--- src/rtl/uart_tx_byte.sv ---
// 8N1 UART transmitter: accepts a byte on tx_start and shifts it out LSB first on txd.
// A start request on the stop bit's final edge chains the next frame with no idle gap.
module uart_tx_byte #(
  parameter int CLKS_PER_BIT = 16,
  parameter int CNT_W        = 12
) (
  input  logic       clk,
  input  logic       rst_n,
  input  logic [7:0] tx_data,
  input  logic       tx_start,
  output logic       txd,
  output logic       tx_busy,
  output logic       tx_done
);

  typedef enum logic [1:0] {
    IDLE  = 2'd0,
    START = 2'd1,
    DATA  = 2'd2,
    STOP  = 2'd3
  } state_t;

  localparam logic [CNT_W-1:0] LAST_CNT = CNT_W'(CLKS_PER_BIT - 1);
  localparam logic [CNT_W-1:0] CNT_ONE  = CNT_W'(1);

  state_t           state_r;
  state_t           state_s;
  logic [7:0]       shift_r;
  logic [7:0]       shift_s;
  logic [2:0]       bit_idx_r;
  logic [2:0]       bit_idx_s;
  logic [CNT_W-1:0] cnt_r;
  logic [CNT_W-1:0] cnt_s;
  logic             txd_r;
  logic             txd_s;
  logic             busy_r;
  logic             busy_s;
  logic             done_r;
  logic             done_s;
  logic             bit_end_s;
  logic             accept_s;

  assign bit_end_s = (cnt_r == LAST_CNT);
  // A new frame may start from IDLE or on the last edge of the stop bit.
  assign accept_s  = tx_start & ((state_r == IDLE) | ((state_r == STOP) & bit_end_s));

  // State, datapath and output registers.
  always_ff @(posedge clk or negedge rst_n) begin
    if (!rst_n) begin
      state_r   <= IDLE;
      shift_r   <= 8'h00;
      bit_idx_r <= 3'd0;
      cnt_r     <= '0;
      txd_r     <= 1'b1;
      busy_r    <= 1'b0;
      done_r    <= 1'b0;
    end else begin
      state_r   <= state_s;
      shift_r   <= shift_s;
      bit_idx_r <= bit_idx_s;
      cnt_r     <= cnt_s;
      txd_r     <= txd_s;
      busy_r    <= busy_s;
      done_r    <= done_s;
    end
  end

  // Next-state and datapath update.
  always_comb begin
    state_s   = state_r;
    shift_s   = shift_r;
    bit_idx_s = bit_idx_r;
    if (bit_end_s) begin
      cnt_s = '0;
    end else begin
      cnt_s = cnt_r + CNT_ONE;
    end
    case (state_r)
      IDLE: begin
        cnt_s = '0;
        if (accept_s) begin
          state_s = START;
          shift_s = tx_data;
        end else begin
          state_s = IDLE;
        end
      end
      START: begin
        if (bit_end_s) begin
          state_s   = DATA;
          bit_idx_s = 3'd0;
        end else begin
          state_s = START;
        end
      end
      DATA: begin
        if (bit_end_s) begin
          shift_s   = {1'b0, shift_r[7:1]};
          bit_idx_s = bit_idx_r + 3'd1;
          if (bit_idx_r == 3'd7) begin
            state_s = STOP;
          end else begin
            state_s = DATA;
          end
        end else begin
          state_s = DATA;
        end
      end
      STOP: begin
        if (accept_s) begin
          state_s = START;
          shift_s = tx_data;
        end else if (bit_end_s) begin
          state_s = IDLE;
        end else begin
          state_s = STOP;
        end
      end
      default: begin
        state_s   = IDLE;
        shift_s   = 8'h00;
        bit_idx_s = 3'd0;
        cnt_s     = '0;
      end
    endcase
  end

  // Output values for the state being entered, so the flops line up with it.
  always_comb begin
    case (state_s)
      START:   txd_s = 1'b0;
      DATA:    txd_s = shift_s[0];
      STOP:    txd_s = 1'b1;
      IDLE:    txd_s = 1'b1;
      default: txd_s = 1'b1;
    endcase
    if (state_s == IDLE) begin
      busy_s = 1'b0;
    end else begin
      busy_s = 1'b1;
    end
    if ((state_r == STOP) && bit_end_s) begin
      done_s = 1'b1;
    end else begin
      done_s = 1'b0;
    end
  end

  assign txd     = txd_r;
  assign tx_busy = busy_r;
  assign tx_done = done_r;

endmodule

--- config.mk ---
export PLATFORM = sky130hd
export DESIGN_NAME = uart_tx_byte
export DESIGN_NICKNAME = d
export VERILOG_FILES = /design/src/rtl/uart_tx_byte.sv
export SDC_FILE = /design/constraint.sdc
export NUM_CORES = 1
export LEC_CHECK = 0
export CAP_MARGIN = 20
export CORE_UTILIZATION = 50
export DETAILED_ROUTE_END_ITERATION = 7
export PLACE_DENSITY = 0.81
export SYNTH_ARGS = -nofsm -noshare
export SYNTH_HDL_FRONTEND = slang
export SYNTH_SLANG_ARGS = --single-unit
--- constraint.sdc ---
create_clock -name clk -period 3.81 [get_ports clk]
set_clock_uncertainty 0.1 [all_clocks]
set_input_delay 0.762 -clock clk [delete_from_list [all_inputs] [get_ports clk]]
set_output_delay 0.762 -clock clk [all_outputs]
set_load 0.1 [all_outputs]
# After elaboration in Yosys (flattened, before gate mapping)
# Cells that the tools add are included.
# word_totals
regBits	28
input_bits	11
output_inout_bits	3
elab_cells	51
# op_classes
add_sub_neg	2
eq_ne	11
muxes	18
n_bitwise	3
n_reduce_logical	9
# op_table
operator	count
2-to-1 mux 12 bit	2
2-to-1 mux 8 bit	2
one-hot mux 8 bit (2 select lines)	1
adder 12 x 1 -> 12 bit, second input constant	1
== test 12 x 4 -> 1 bit, second input constant	1
== test 2 bit, second input constant	4
2-to-1 mux 2 bit	4
one-hot mux 2 bit (4 select lines)	1
2-to-1 mux 3 bit	2
one-hot mux 3 bit (2 select lines)	1
AND reduction 3 bit	2
== test 2 x 1 -> 1 bit, second input constant	2
logical NOT 2 bit	2
2-to-1 mux 1 bit	4
inequality test 2 bit, second input constant	2
nonzero test 2 bit	2
OR reduction 2 bit	2
adder 3 x 1 -> 3 bit, second input constant	1
== test 3 bit, second input constant	1
one-hot mux 1 bit (3 select lines)	1
bitwise AND 1 bit	2
inequality test 2 x 1 -> 1 bit, second input constant	1
logical AND 1 bit	1
bitwise OR 1 bit	1

# Longest topological paths before layout
# Gate-level depths: netlist of the first run.
# logic_depth
word_depth	9
ltp_mapped	10
depth_no_buf	10

# Worst setup path before layout of the first run
# No wires, ideal clock.
# synth_path
kind	reg2reg
from	register cnt_r[4]
to	register txd_r, in the netlist txd
setup_ns	0.077
arrival_time_ns	2.454
required_ns	3.633
setup_slack_ns	1.179
path_stages_with_launch	10
n_path_buf	2
synth_period_minus_slack_ns	2.631
path_cell_list	dfrtp_1 > buf_6 > or4_4 > buf_6 > or3_1 > o21ai_0 > o32ai_1 > ha_1 > a21o_1 > a31oi_1
# synth_between
elab_chain_cells	9
elab_cells_between_ends	19
cone_classes	4 x eq/ne; 10 x mux; 3 x bitwise; 2 x reduce/logical
# synth_lines
element	line_no	rtl
start: declaration	32	logic [CNT_W-1:0] cnt_r;
start signal: assignment	61	cnt_r <= cnt_s;
== test 12 x 4 -> 1 bit (*)	43	assign bit_end_s = (cnt_r == LAST_CNT);
bitwise AND 1 bit	45	assign accept_s = tx_start & ((state_r == IDLE) | ((state_r == STOP) & bit_end_s));
bitwise OR 1 bit	45	
bitwise AND 1 bit	45	
2-to-1 mux 2 bit or 2-to-1 mux 1 bit (tied branches)	110, 81	
one-hot mux 2 bit (4 select lines)	78	case (state_r)
== test 2 bit or logical NOT 2 bit (tied branches)	130	case (state_s)
OR reduction 2 bit (no line)	--	
one-hot mux 1 bit (3 select lines) (*)	130	
named net txd_s	35	logic txd_s;
end signal: assignment	62	txd_r <= txd_s;
end: declaration	34	logic txd_r;
# The timed path passes the listed nets; every way through them passes the cells marked *. The select of a mux whose other input is x is not followed.
# A chain may end at the register's enable or synchronous reset.

# Worst setup path after layout of the first run
# layout_path
from	register cnt_r[9]
to	register txd_r, in the netlist txd
# The elaborated chain is that of the path after synthesis.

==> results of run 1 <==
cells by family after synthesis:
logic type,after synthesis,share of synthesized area [%]
simple gates,52,18.36
compound gates,41,18.67
flops,28,43.46
buf+inv,15,4.802
fa+ha+maj,11,8.520
xor+xnor,9,4.880
mux,2,1.317
critical path: cells and delay by family, from the launching register on:
| family | cells | cell delay (ns) |
|---|---|---|
| and+or+nand+nor | 2 | 1.26 |
| DFF | 1 | 0.44 |
| adders and majority gates | 1 | 0.34 |
| AOI/OAI and AO/OA | 4 | 0.86 |
flip-flops by register name, summed over array words and instances (netlist names):
signal and cells:
tx_done 1, shift_r 8, cnt_r 12, bit_idx_r 3
state_r 2, txd 1, tx_busy 1
layout by cell type, fill, tap and decap left out, types with 2 or more instances in the layout:
cell,netlist,routed
o21ai_0,8,8
a22o_1,2,2
nand3_1,3,3
inv_1,9,9
nor2_1,12,12
and3_1,3,3
nand4_1,5,5
xor2_1,5,5
a21oi_1,5,5
nor4_1,2,2
clkdlybuf4s50_1,0,13
xnor2_1,4,4
nand3b_1,2,2
clkbuf_4,0,3
or4_1,2,2
and2_1,2,2
a21o_1,2,2
dfrtp_1,27,27
nand2_1,13,13
a31oi_1,14,14
ha_1,11,11
worst max-delay path by stage:
stage	start	end	depth (start not counted)
after CTS	cnt_r[9]	txd	7
after global routing	cnt_r[9]	txd	7
after global placement	cnt_r[9]	txd	7
after floorplan	cnt_r[4]	txd	9
final	cnt_r[9]	txd	7
after detailed placement	cnt_r[9]	txd	7
power by group through the flow:
stage / sequential [mW] / combinational (mW) / clock, mW
after floorplan: 0.303 / 0.000137 / 0
after global placement: 0.303 / 0.0171 / 0
after detailed placement: 0.303 / 0.0173 / 0
after CTS: 0.297 / 0.0174 / 0.148
after global routing: 0.297 / 0.0188 / 0.164
final: 0.297 / 0.0168 / 0.141
routing by layer:
metal | global-route usage [%] | vias to the layer above
met1 | 25.81 | 600
li1 | - | 607
met3 | 5.055 | 4
met2 | 37.01 | 40
met5 | 0 | -
met4 | 4.422 | 0
cells in the mapped netlist, drive strengths merged, types with 2 or more instances:
| cell | instances | area [sq um] |
|---|---|---|
| nand4 | 5 | 31.28 |
| nor4 | 4 | 46.29 |
| or4 | 3 | 26.27 |
| o31ai | 2 | 28.78 |
| nand3 | 3 | 15.01 |
| a21oi | 5 | 25.02 |
| and2 | 2 | 12.51 |
| nor2 | 12 | 45.04 |
| dfrtp | 27 | 675.7 |
| inv | 9 | 33.78 |
| buf | 5 | 40.04 |
| o21ai | 9 | 45.04 |
| and3 | 3 | 18.77 |
| ha | 11 | 137.6 |
| a22o | 2 | 17.52 |
| a31oi | 14 | 87.58 |
| xor2 | 5 | 43.79 |
| xnor2 | 4 | 35.03 |
| nand2 | 13 | 48.80 |
| a21o | 2 | 15.01 |
| nand3b | 2 | 15.01 |
cell type report:
class	count	area (sq um)
Timing Repair Buffer	14	137.6
Clock buffer	4	36.28
Fill cell	279	1252
Sequential cell	28	701.9
Tap cell	44	55.05
Inverter	9	33.78
Multi-Input combinational cell	115	835.8
==> results.ini, run 1 <==
[outcome]
status = finished, final reports clean

[clock_tree]
ctsHoldBuffers = 0
cts-buffers-inserted = 3
root_buffer = clkbuf_4
cts_tree = yes
htreeDepth = 1
post-cts-setup-buffers = 0
cts_buffer_depth = 2
clock-sinks = 28
cts_resized = 0
insertion_delay_ns = 0.32
clk_pin_slew_ns = 0.14

[drt]
ant_nets = 0
wl_met3_microns = 155
firstDrtPassIters = 4
wl_per_cell_microns = 14.34
drcViolationCount = 0
drtIter0Drc = 55
wl_met2_mm = 1.550
num_vias = 1251
top_layer = met4
routed_wl_mm = 3.069
wl_met1_mm = 1.345
via_per_inst = 5.846

[place]
place.port_buffers = 13
dpl.hpwl_mm = 2.339
placed_area_sq_mm = 0.001764
dp_slack_ns = 0.8459
dp.cells = 210
place.gp.congestion = 0.8883

[synthesis]
avgSynthCellArea_sq_um = 10.22
synthArstFlopShare_pct = 100.0
synth.distinct_cells = 44
synth-edff-count = 0
synth-main-ff-cell = dfrtp_1
syn-cell-area_sq_mm = 0.001615
yosys_warnings = 0
ys_seq_area_share_pct = 43.45
netlist_instances = 158
ys_ff_latch = 28
synth_nets = 180

[grt]
grt_first_pass_wirelength_mm = 5.492
grt_usage_pct = 20.92
grt_pass1_vias = 1229
grt_max_degree = 29
grt.overflow.total = 0
antenna_found_initial = 0

[finish]
layout-drive-gt1-share_pct = 7.647
final_nets = 193
finish.utilization_pct = 58.98
postLayoutCellArea_sq_mm = 0.001800
final_cells = 214
antenna_cells = 0
syn_to_final_growth_pct = 11.46

[pwr]
clkPwrFrac_pct = 31.0
max-vdd-ir-drop_uv = 241.5
power_frac_comb_pct = 3.7
p_int_mw = 0.3654
power_mw = 0.4552
power_per_cell_area_mw_per_mm2 = 252.8
p_leak_nw = 0.7839
pwr-share-seq_pct = 65.3
p_sw_mw = 0.08982
sw_frac_of_total_pct = 19.73

[worst_setup_path]
rr_startpoint = cnt_r[9]
cp.required_ns = 3.96
slowest_delay_ns = 0.77
path_cells = or4_1, or3_1, o21ai_0, o32ai_1, ha_1, a21o_1, a31oi_1
reg2regPathDepth = 7
critical-path-slowest-cell = or4_1
crit_path_end_kind = flop
r2r_slack_ns = 0.74
cp.arrival_ns = 3.22
crit_type = flop to flop
critical_path.max_fanout = 9
timing.rr.end = txd
critPathLaunchType = flop

[die]
fp.dieH_microns = 58.84
initial_core_util_pct = 52.91
core_sq_mm = 0.003053
die_w_microns = 58.84
rows = 20
die_area_sq_mm = 0.003462
pin_count = 14

[sta]
slew_headroom_pct = 35.16
finalMaxSlewViolations = 0
worst_slack_ns = 0.7394
rsz0062_at_grt = no
fmaxAchievable_ghz = 0.3257
period_minus_slack_ns = 3.071
setup_viol_count_final = 0
worstMarginPinSlew_ns = 0.9696
hold_ws_ns = 0.3771
hold_viol = 0
fin_crit_sh_pct = 80.59
tns_ns = 0

[hold_path]
hold_depth = 1
hp-start = cnt_r[0]
holdPathEnd = cnt_r[0]
hold_path_class = flop to flop

[flow_run]
cap_violations = 0

Note: power is estimated with default switching activity, not from simulation.
==> run 2, diff against run 1 <==
==> constraint.sdc (replaced) <==
create_clock -name clk -period 3 [get_ports clk]
set_clock_uncertainty 0.1 [all_clocks]
set_input_delay 0.6 -clock clk [delete_from_list [all_inputs] [get_ports clk]]
set_output_delay 0.6 -clock clk [all_outputs]
set_load 0.1 [all_outputs]
==> results.ini, run 2 (same netlist as run 1, synthesis figures left out) <==
[outcome]
status = finished, final reports clean  ; unchanged

[clock_tree]
insertion_delay_ns = 0.33  ; was 0.32 ns
cts_tree = yes  ; unchanged
root_buffer = clkbuf_4  ; unchanged
post-cts-setup-buffers = 0  ; unchanged
cts-buffers-inserted = 3  ; unchanged
cts_buffer_depth = 2  ; unchanged
htreeDepth = 1  ; unchanged
clk_pin_slew_ns = 0.16  ; was 0.14 ns
clock-sinks = 28  ; unchanged

[finish]
postLayoutCellArea_sq_mm = 0.001832  ; was 0.001800 sq mm
finish.utilization_pct = 60.00  ; was 58.98%
reg_top3 = cnt_r (12), shift_r (8), bit_idx_r (3)  ; unchanged
antenna_cells = 0  ; unchanged
largest_reg_flops = 12  ; unchanged
final_common_cell = dfrtp_1  ; unchanged
final_nets = 196  ; was 193
regMostFlops = cnt_r  ; unchanged
most-common-layout-cells = 27 x dfrtp_1, 14 x a31oi_1, 13 x nand2_1  ; was 27 x dfrtp_1, 14 x a31oi_1, 13 x nand2_1, 13 x clkdlybuf4s50_1, 12 x nor2_1
layout-drive-gt1-share_pct = 10.98  ; was 7.647%
syn_to_final_growth_pct = 13.40  ; was 11.46%

[worst_setup_path]
slowest_delay_ns = 0.67  ; was 0.77 ns
cp.required_ns = 3.17  ; was 3.96 ns
cp.arrival_ns = 2.97  ; was 3.22 ns
critical_path.max_fanout = 9  ; unchanged
crit_path_end_kind = flop  ; unchanged
critPathLaunchType = flop  ; unchanged
critical-path-slowest-cell = or4_4  ; was or4_1
path_cells = or4_4, or3_1, o21ai_1, o32ai_1, ha_1, a21o_1, a31oi_1  ; was or4_1, or3_1, o21ai_0, o32ai_1, ha_1, a21o_1, a31oi_1
crit_type = flop to flop  ; unchanged
r2r_slack_ns = 0.19  ; was 0.74 ns

[die]
rows = 20  ; unchanged
die_w_microns = 58.84  ; unchanged
core_sq_mm = 0.003053  ; unchanged
die_area_sq_mm = 0.003462  ; unchanged
pin_count = 14  ; unchanged
initial_core_util_pct = 52.91  ; unchanged
fp.dieH_microns = 58.84  ; unchanged

[place]
placed_area_sq_mm = 0.001779  ; was 0.001764 sq mm
dpl.hpwl_mm = 2.497  ; was 2.339 mm
place.port_buffers = 13  ; unchanged
place.gp.congestion = 0.8564  ; was 0.8883

[sta]
slew_headroom_pct = 60.95  ; was 35.16%
setup_viol_count_final = 0  ; unchanged
tns_ns = 0  ; unchanged
fmaxAchievable_ghz = 0.3562  ; was 0.3257 GHz
rsz0062_at_grt = no  ; unchanged
hold_ws_ns = 0.3692  ; was 0.3771 ns
fin_crit_sh_pct = 93.57  ; was 80.59%
period_minus_slack_ns = 2.807  ; was 3.071 ns
hold_viol = 0  ; unchanged
finalMaxSlewViolations = 0  ; unchanged
worstMarginPinSlew_ns = 0.5839  ; was 0.9696 ns

[drt]
ant_nets = 0  ; unchanged
drcViolationCount = 0  ; unchanged
num_vias = 1309  ; was 1,251
drtIter0Drc = 59  ; was 55
wl_per_cell_microns = 15.51  ; was 14.34 microns
routed_wl_mm = 3.366  ; was 3.069 mm
via_per_inst = 6.032  ; was 5.846
firstDrtPassIters = 4  ; unchanged

[grt]
grt.overflow.total = 0  ; unchanged
grt_util_met3_pct = 5.495  ; was 5.055%
grtUsageMet2_pct = 39.61  ; was 37.01%
met1_usage_pct = 27.64  ; was 25.81%
grt_usage_pct = 22.35  ; was 20.92%
grt_busiest_layer = met2  ; unchanged
grt_pass1_vias = 1325  ; was 1,229
grt_max_degree = 18  ; was 29
grt_first_pass_wirelength_mm = 5.947  ; was 5.492 mm
antenna_found_initial = 0  ; unchanged

[pwr]
p_leak_nw = 0.8092  ; was 0.7839 nW
power_per_cell_area_mw_per_mm2 = 352.8  ; was 252.8 mW/mm^2
max-vdd-ir-drop_uv = 241.3  ; was 241.5 uV

[hold_path]
hold_path_class = flop to flop  ; unchanged

[flow_run]
cap_violations = 0  ; unchanged

run 2: cell count changes in the layout (fill, tap and decap cells not counted):
cell | previous run | this run
buf_4 | 1 | 7
bufinv_16 | 0 | 1
clkbuf_8 | 1 | 0
clkdlybuf4s50_1 | 13 | 10
o21ai_0 | 8 | 7
o21ai_1 | 1 | 2
run 2: area by class of cell:
cell class	instances	area, sq um
sequential	28	701.9
fill	272	1221
timing repair buffer	17	152.6
clock buffer	3	22.52
multi-input combinational	115	835.8
clock inverter	1	30.03
tap	44	55.05
inverter	9	33.78
run 2: repair_timing:
action | 4_1_cts | 5_1_grt
endpoints found under the hold margin | 0 | 0
gates resized for setup | 0 | 1
endpoints found under the setup margin | 0 | 1
hold buffers | 0 | 0
run 2: critical path, delay by kind of cell, from the launching register on:
family          cells  cell delay (ns)
compound gates      4             0.72
simple gates        2             1.08
flops               1             0.50
fa+ha+maj           1             0.34
run 2: report_power, final:
group / leakage (nW) / switching (mW) / internal (mW) / total (mW)
sequential: 0.358 / 0 / 0.378 / 0.378
combinational: 0.424 / 0.00946 / 0.0122 / 0.0217
clock: 0.0279 / 0.112 / 0.135 / 0.247
total: 0.809 / 0.121 / 0.525 / 0.646
run 2: final timing paths:
kind                               start          to  depth (start not counted)
worst max-delay path            cnt_r[4]         txd                          7
worst min-delay path            cnt_r[0]    cnt_r[0]                          1
worst max register to register  cnt_r[4]         txd                          7
worst min register to register  cnt_r[0]    cnt_r[0]                          1
max in group asynchronous          rst_n  shift_r[5]                          2
min in group asynchronous          rst_n     tx_done                          1
run 2: routing by layer:
| layer | vias to the layer above | wire (microns) | share of wire, % |
|---|---|---|---|
| met4 | 0 | 38 | 1.1 |
| li1 | 612 | - | - |
| met3 | 6 | 165 | 4.9 |
| met1 | 652 | 1370 | 41 |
| met5 | - | 0 | 0 |
| met2 | 39 | 1792 | 53 |
run 2: stage by stage:
stage	worst slack, ns	std cells	power (mW)
6_report	0.1928	217	0.6463
5_1_grt	0.04223	217	0.6684
4_1_cts	0.1018	217	0.6539
3_5_place_dp	0.1398	213	0.4066
3_3_place_gp	0.3424	213	0.4062
2_1_floorplan	0.3687	158	0.3849
==> run 3, diff against run 2 <==
--- a/config.mk
+++ b/config.mk
@@ -6,6 +6,7 @@
 export NUM_CORES = 1
 export LEC_CHECK = 0
 export CAP_MARGIN = 20
+export CORE_MARGIN = 1.5
 export CORE_UTILIZATION = 50
 export DETAILED_ROUTE_END_ITERATION = 7
 export PLACE_DENSITY = 0.81
==> constraint.sdc (replaced) <==
create_clock -name clk -period 2.7 [get_ports clk]
set_clock_uncertainty 0.1 [all_clocks]
set_input_delay 0.54 -clock clk [delete_from_list [all_inputs] [get_ports clk]]
set_output_delay 0.54 -clock clk [all_outputs]
set_load 0.1 [all_outputs]
==> results.ini, run 3 (same netlist as run 1, synthesis figures left out) <==
[outcome]
status = finished, final reports clean  ; unchanged

[sta]
fin_crit_sh_pct = 95.95  ; was 93.57%
hold_viol = 0  ; unchanged
slew_headroom_pct = 65.86  ; was 60.95%
finalMaxSlewViolations = 0  ; unchanged
worst_slack_ns = 0.1092  ; was 0.1928 ns
hold_ws_ns = 0.3672  ; was 0.3692 ns
period_minus_slack_ns = 2.591  ; was 2.807 ns
worstMarginPinSlew_ns = 0.5105  ; was 0.5839 ns
fmaxAchievable_ghz = 0.3860  ; was 0.3562 GHz
setup_viol_count_final = 0  ; unchanged

[grt]
met1_usage_pct = 27.07  ; was 27.64%
grt_pass1_vias = 1372  ; was 1,325
grt_busiest_layer = met2  ; unchanged
grt_util_met3_pct = 3.896  ; was 5.495%
grt_usage_pct = 21.97  ; was 22.35%
grt.overflow.total = 0  ; unchanged
grt_max_degree = 18  ; unchanged
grtUsageMet2_pct = 37.73  ; was 39.61%
grt_first_pass_wirelength_mm = 6.051  ; was 5.947 mm
antenna_found_initial = 0  ; unchanged

[finish]
multi_input_comb_area_sq_um = 864.6  ; was 835.8 sq um
regMostFlops = cnt_r  ; unchanged
syn_to_final_growth_pct = 17.43  ; was 13.40%
regArea_sq_um = 701.9  ; unchanged
most-common-layout-cells = 27 x dfrtp_1, 14 x buf_4, 13 x nand2_1, 13 x a31oi_1, 12 x nor2_1  ; was 27 x dfrtp_1, 14 x a31oi_1, 13 x nand2_1
finish.utilization_pct = 62.13  ; was 60.00%
reg_top3 = cnt_r (12), shift_r (8), bit_idx_r (3)  ; unchanged
layout-drive-gt1-share_pct = 17.78  ; was 10.98%
final_nets = 203  ; was 196
final_common_cell = dfrtp_1  ; unchanged
largest_reg_flops = 12  ; unchanged
fillers = 270  ; was 272
antenna_cells = 0  ; unchanged

[drt]
via_per_inst = 5.879  ; was 6.032
firstDrtPassIters = 4  ; unchanged
routed_wl_mm = 3.448  ; was 3.366 mm
drcViolationCount = 0  ; unchanged
num_vias = 1317  ; was 1,309
ant_nets = 0  ; unchanged
drtIter0Drc = 72  ; was 59
wl_per_cell_microns = 15.39  ; was 15.51 microns

[clock_tree]
insertion_delay_ns = 0.33  ; about the same
cts_buffer_depth = 2  ; unchanged
post-cts-setup-buffers = 0  ; unchanged
cts_tree = yes  ; unchanged
clk_pin_slew_ns = 0.15  ; was 0.16 ns
root_buffer = clkbuf_4  ; unchanged
cts-buffers-inserted = 3  ; unchanged
clock-sinks = 28  ; unchanged
htreeDepth = 1  ; unchanged

[hold_path]
hold_path_class = flop to flop  ; unchanged

[pwr]
max-vdd-ir-drop_uv = 200.8  ; was 241.3 uV
p_sw_mw = 0.1300  ; was 0.1213 mW
p_leak_nw = 0.8425  ; was 0.8092 nW
clkPwrFrac_pct = 31.3  ; was 38.2%
p_int_mw = 0.5156  ; was 0.5250 mW
sw_frac_of_total_pct = 20.13  ; was 18.76%
pwr-share-seq_pct = 65.0  ; was 58.4%
power_per_cell_area_mw_per_mm2 = 340.4  ; was 352.8 mW/mm^2
power_frac_comb_pct = 3.8  ; was 3.4%

[die]
die_area_sq_mm = 0.003581  ; was 0.003462 sq mm
pin_count = 14  ; unchanged
initial_core_util_pct = 52.91  ; unchanged
rows = 20  ; unchanged
fp.dieH_microns = 59.84  ; was 58.84 microns
die_w_microns = 59.84  ; was 58.84 microns
core_sq_mm = 0.003053  ; unchanged

[worst_setup_path]
critical_path.max_fanout = 7  ; was 9
crit_path_end_kind = flop  ; unchanged
crit_type = flop to flop  ; unchanged
cp.arrival_ns = 2.75  ; was 2.97 ns
cp.required_ns = 2.86  ; was 3.17 ns
critPathLaunchType = flop  ; unchanged

[place]
dpl.hpwl_mm = 2.633  ; was 2.497 mm
place.gp.congestion = 0.8790  ; was 0.8564
dp_slack_ns = -0.006846  ; was 0.1398 ns
place.port_buffers = 13  ; unchanged

[flow_run]
cap_violations = 0  ; unchanged

[run 3: cell types whose count changed in the layout (fill, tap and decap cells not counted), sizes merged]
cell and change:
clkbuf +1, buf +7, bufinv -1
[run 3: area by class of cell]
class                   instances  share of cell area, %
inverters                       9                  1.781
multi-input cells             115                  45.58
flip-flops and latches         28                  37.01
clock buffers                   4                  1.913
well taps                      44                  2.902
repair buffers                 24                  10.82
[run 3: stage by stage]
step,setup TNS (ns),area [sq um],power [mW],cells
after floorplan,0,1615,0.4276,158
after global placement,0,1832,0.4512,220
after detailed placement,-0.006846,1832,0.4519,220
after CTS,0,1868,0.6548,224
after global routing,-0.04180,1897,0.6776,224
final,0,1897,0.6456,224
[run 3: metal layers]
| layer | wire length [microns] | vias up | share of wire (%) |
|---|---|---|---|
| met5 | 0 | - | 0 |
| met4 | 62 | 0 | 1.8 |
| met3 | 118 | 10 | 3.4 |
| met2 | 1846 | 39 | 54 |
| met1 | 1420 | 645 | 41 |
| li1 | - | 623 | - |
[run 3: worst max-delay path: stages (launching register included)]
cell and delay, ns:
dfrtp_1 0.44, or4_4 0.57, buf_4 0.20, nor4_2 0.28, a31oi_2 0.09, a21o_1 0.23, ha_1 0.29, a21o_1 0.18
a31oi_1 0.16
[run 3: worst paths after layout]
check / from / to / slack [ns] / cells after the start
max in group asynchronous: rst_n / shift_r[5] / 1.45 / 2
max: cnt_r[8] / txd / 0.11 / 8
min reg2reg: cnt_r[0] / cnt_r[0] / 0.37 / 1
min: cnt_r[0] / cnt_r[0] / 0.37 / 1
max reg2reg: cnt_r[8] / txd / 0.11 / 8
min in group asynchronous: rst_n / tx_busy / 0.43 / 1
[run 3: power by group through the flow]
stage / logic (mW) / registers (mW) / clock network, mW
3_5_place_dp: 0.0246 / 0.427 / 0
3_3_place_gp: 0.0239 / 0.427 / 0
4_1_cts: 0.0249 / 0.420 / 0.210
5_1_grt: 0.0271 / 0.420 / 0.231
6_report: 0.0243 / 0.420 / 0.202
2_1_floorplan: 0.000193 / 0.427 / 0
[run 3: what timing repair did]
action | in CTS | in global routing
cloned | 0 | 0
pin swaps | 0 | 0
resized for setup | 1 | 6
endpoints found under the setup margin | 1 | 1
hold buffers | 0 | 0
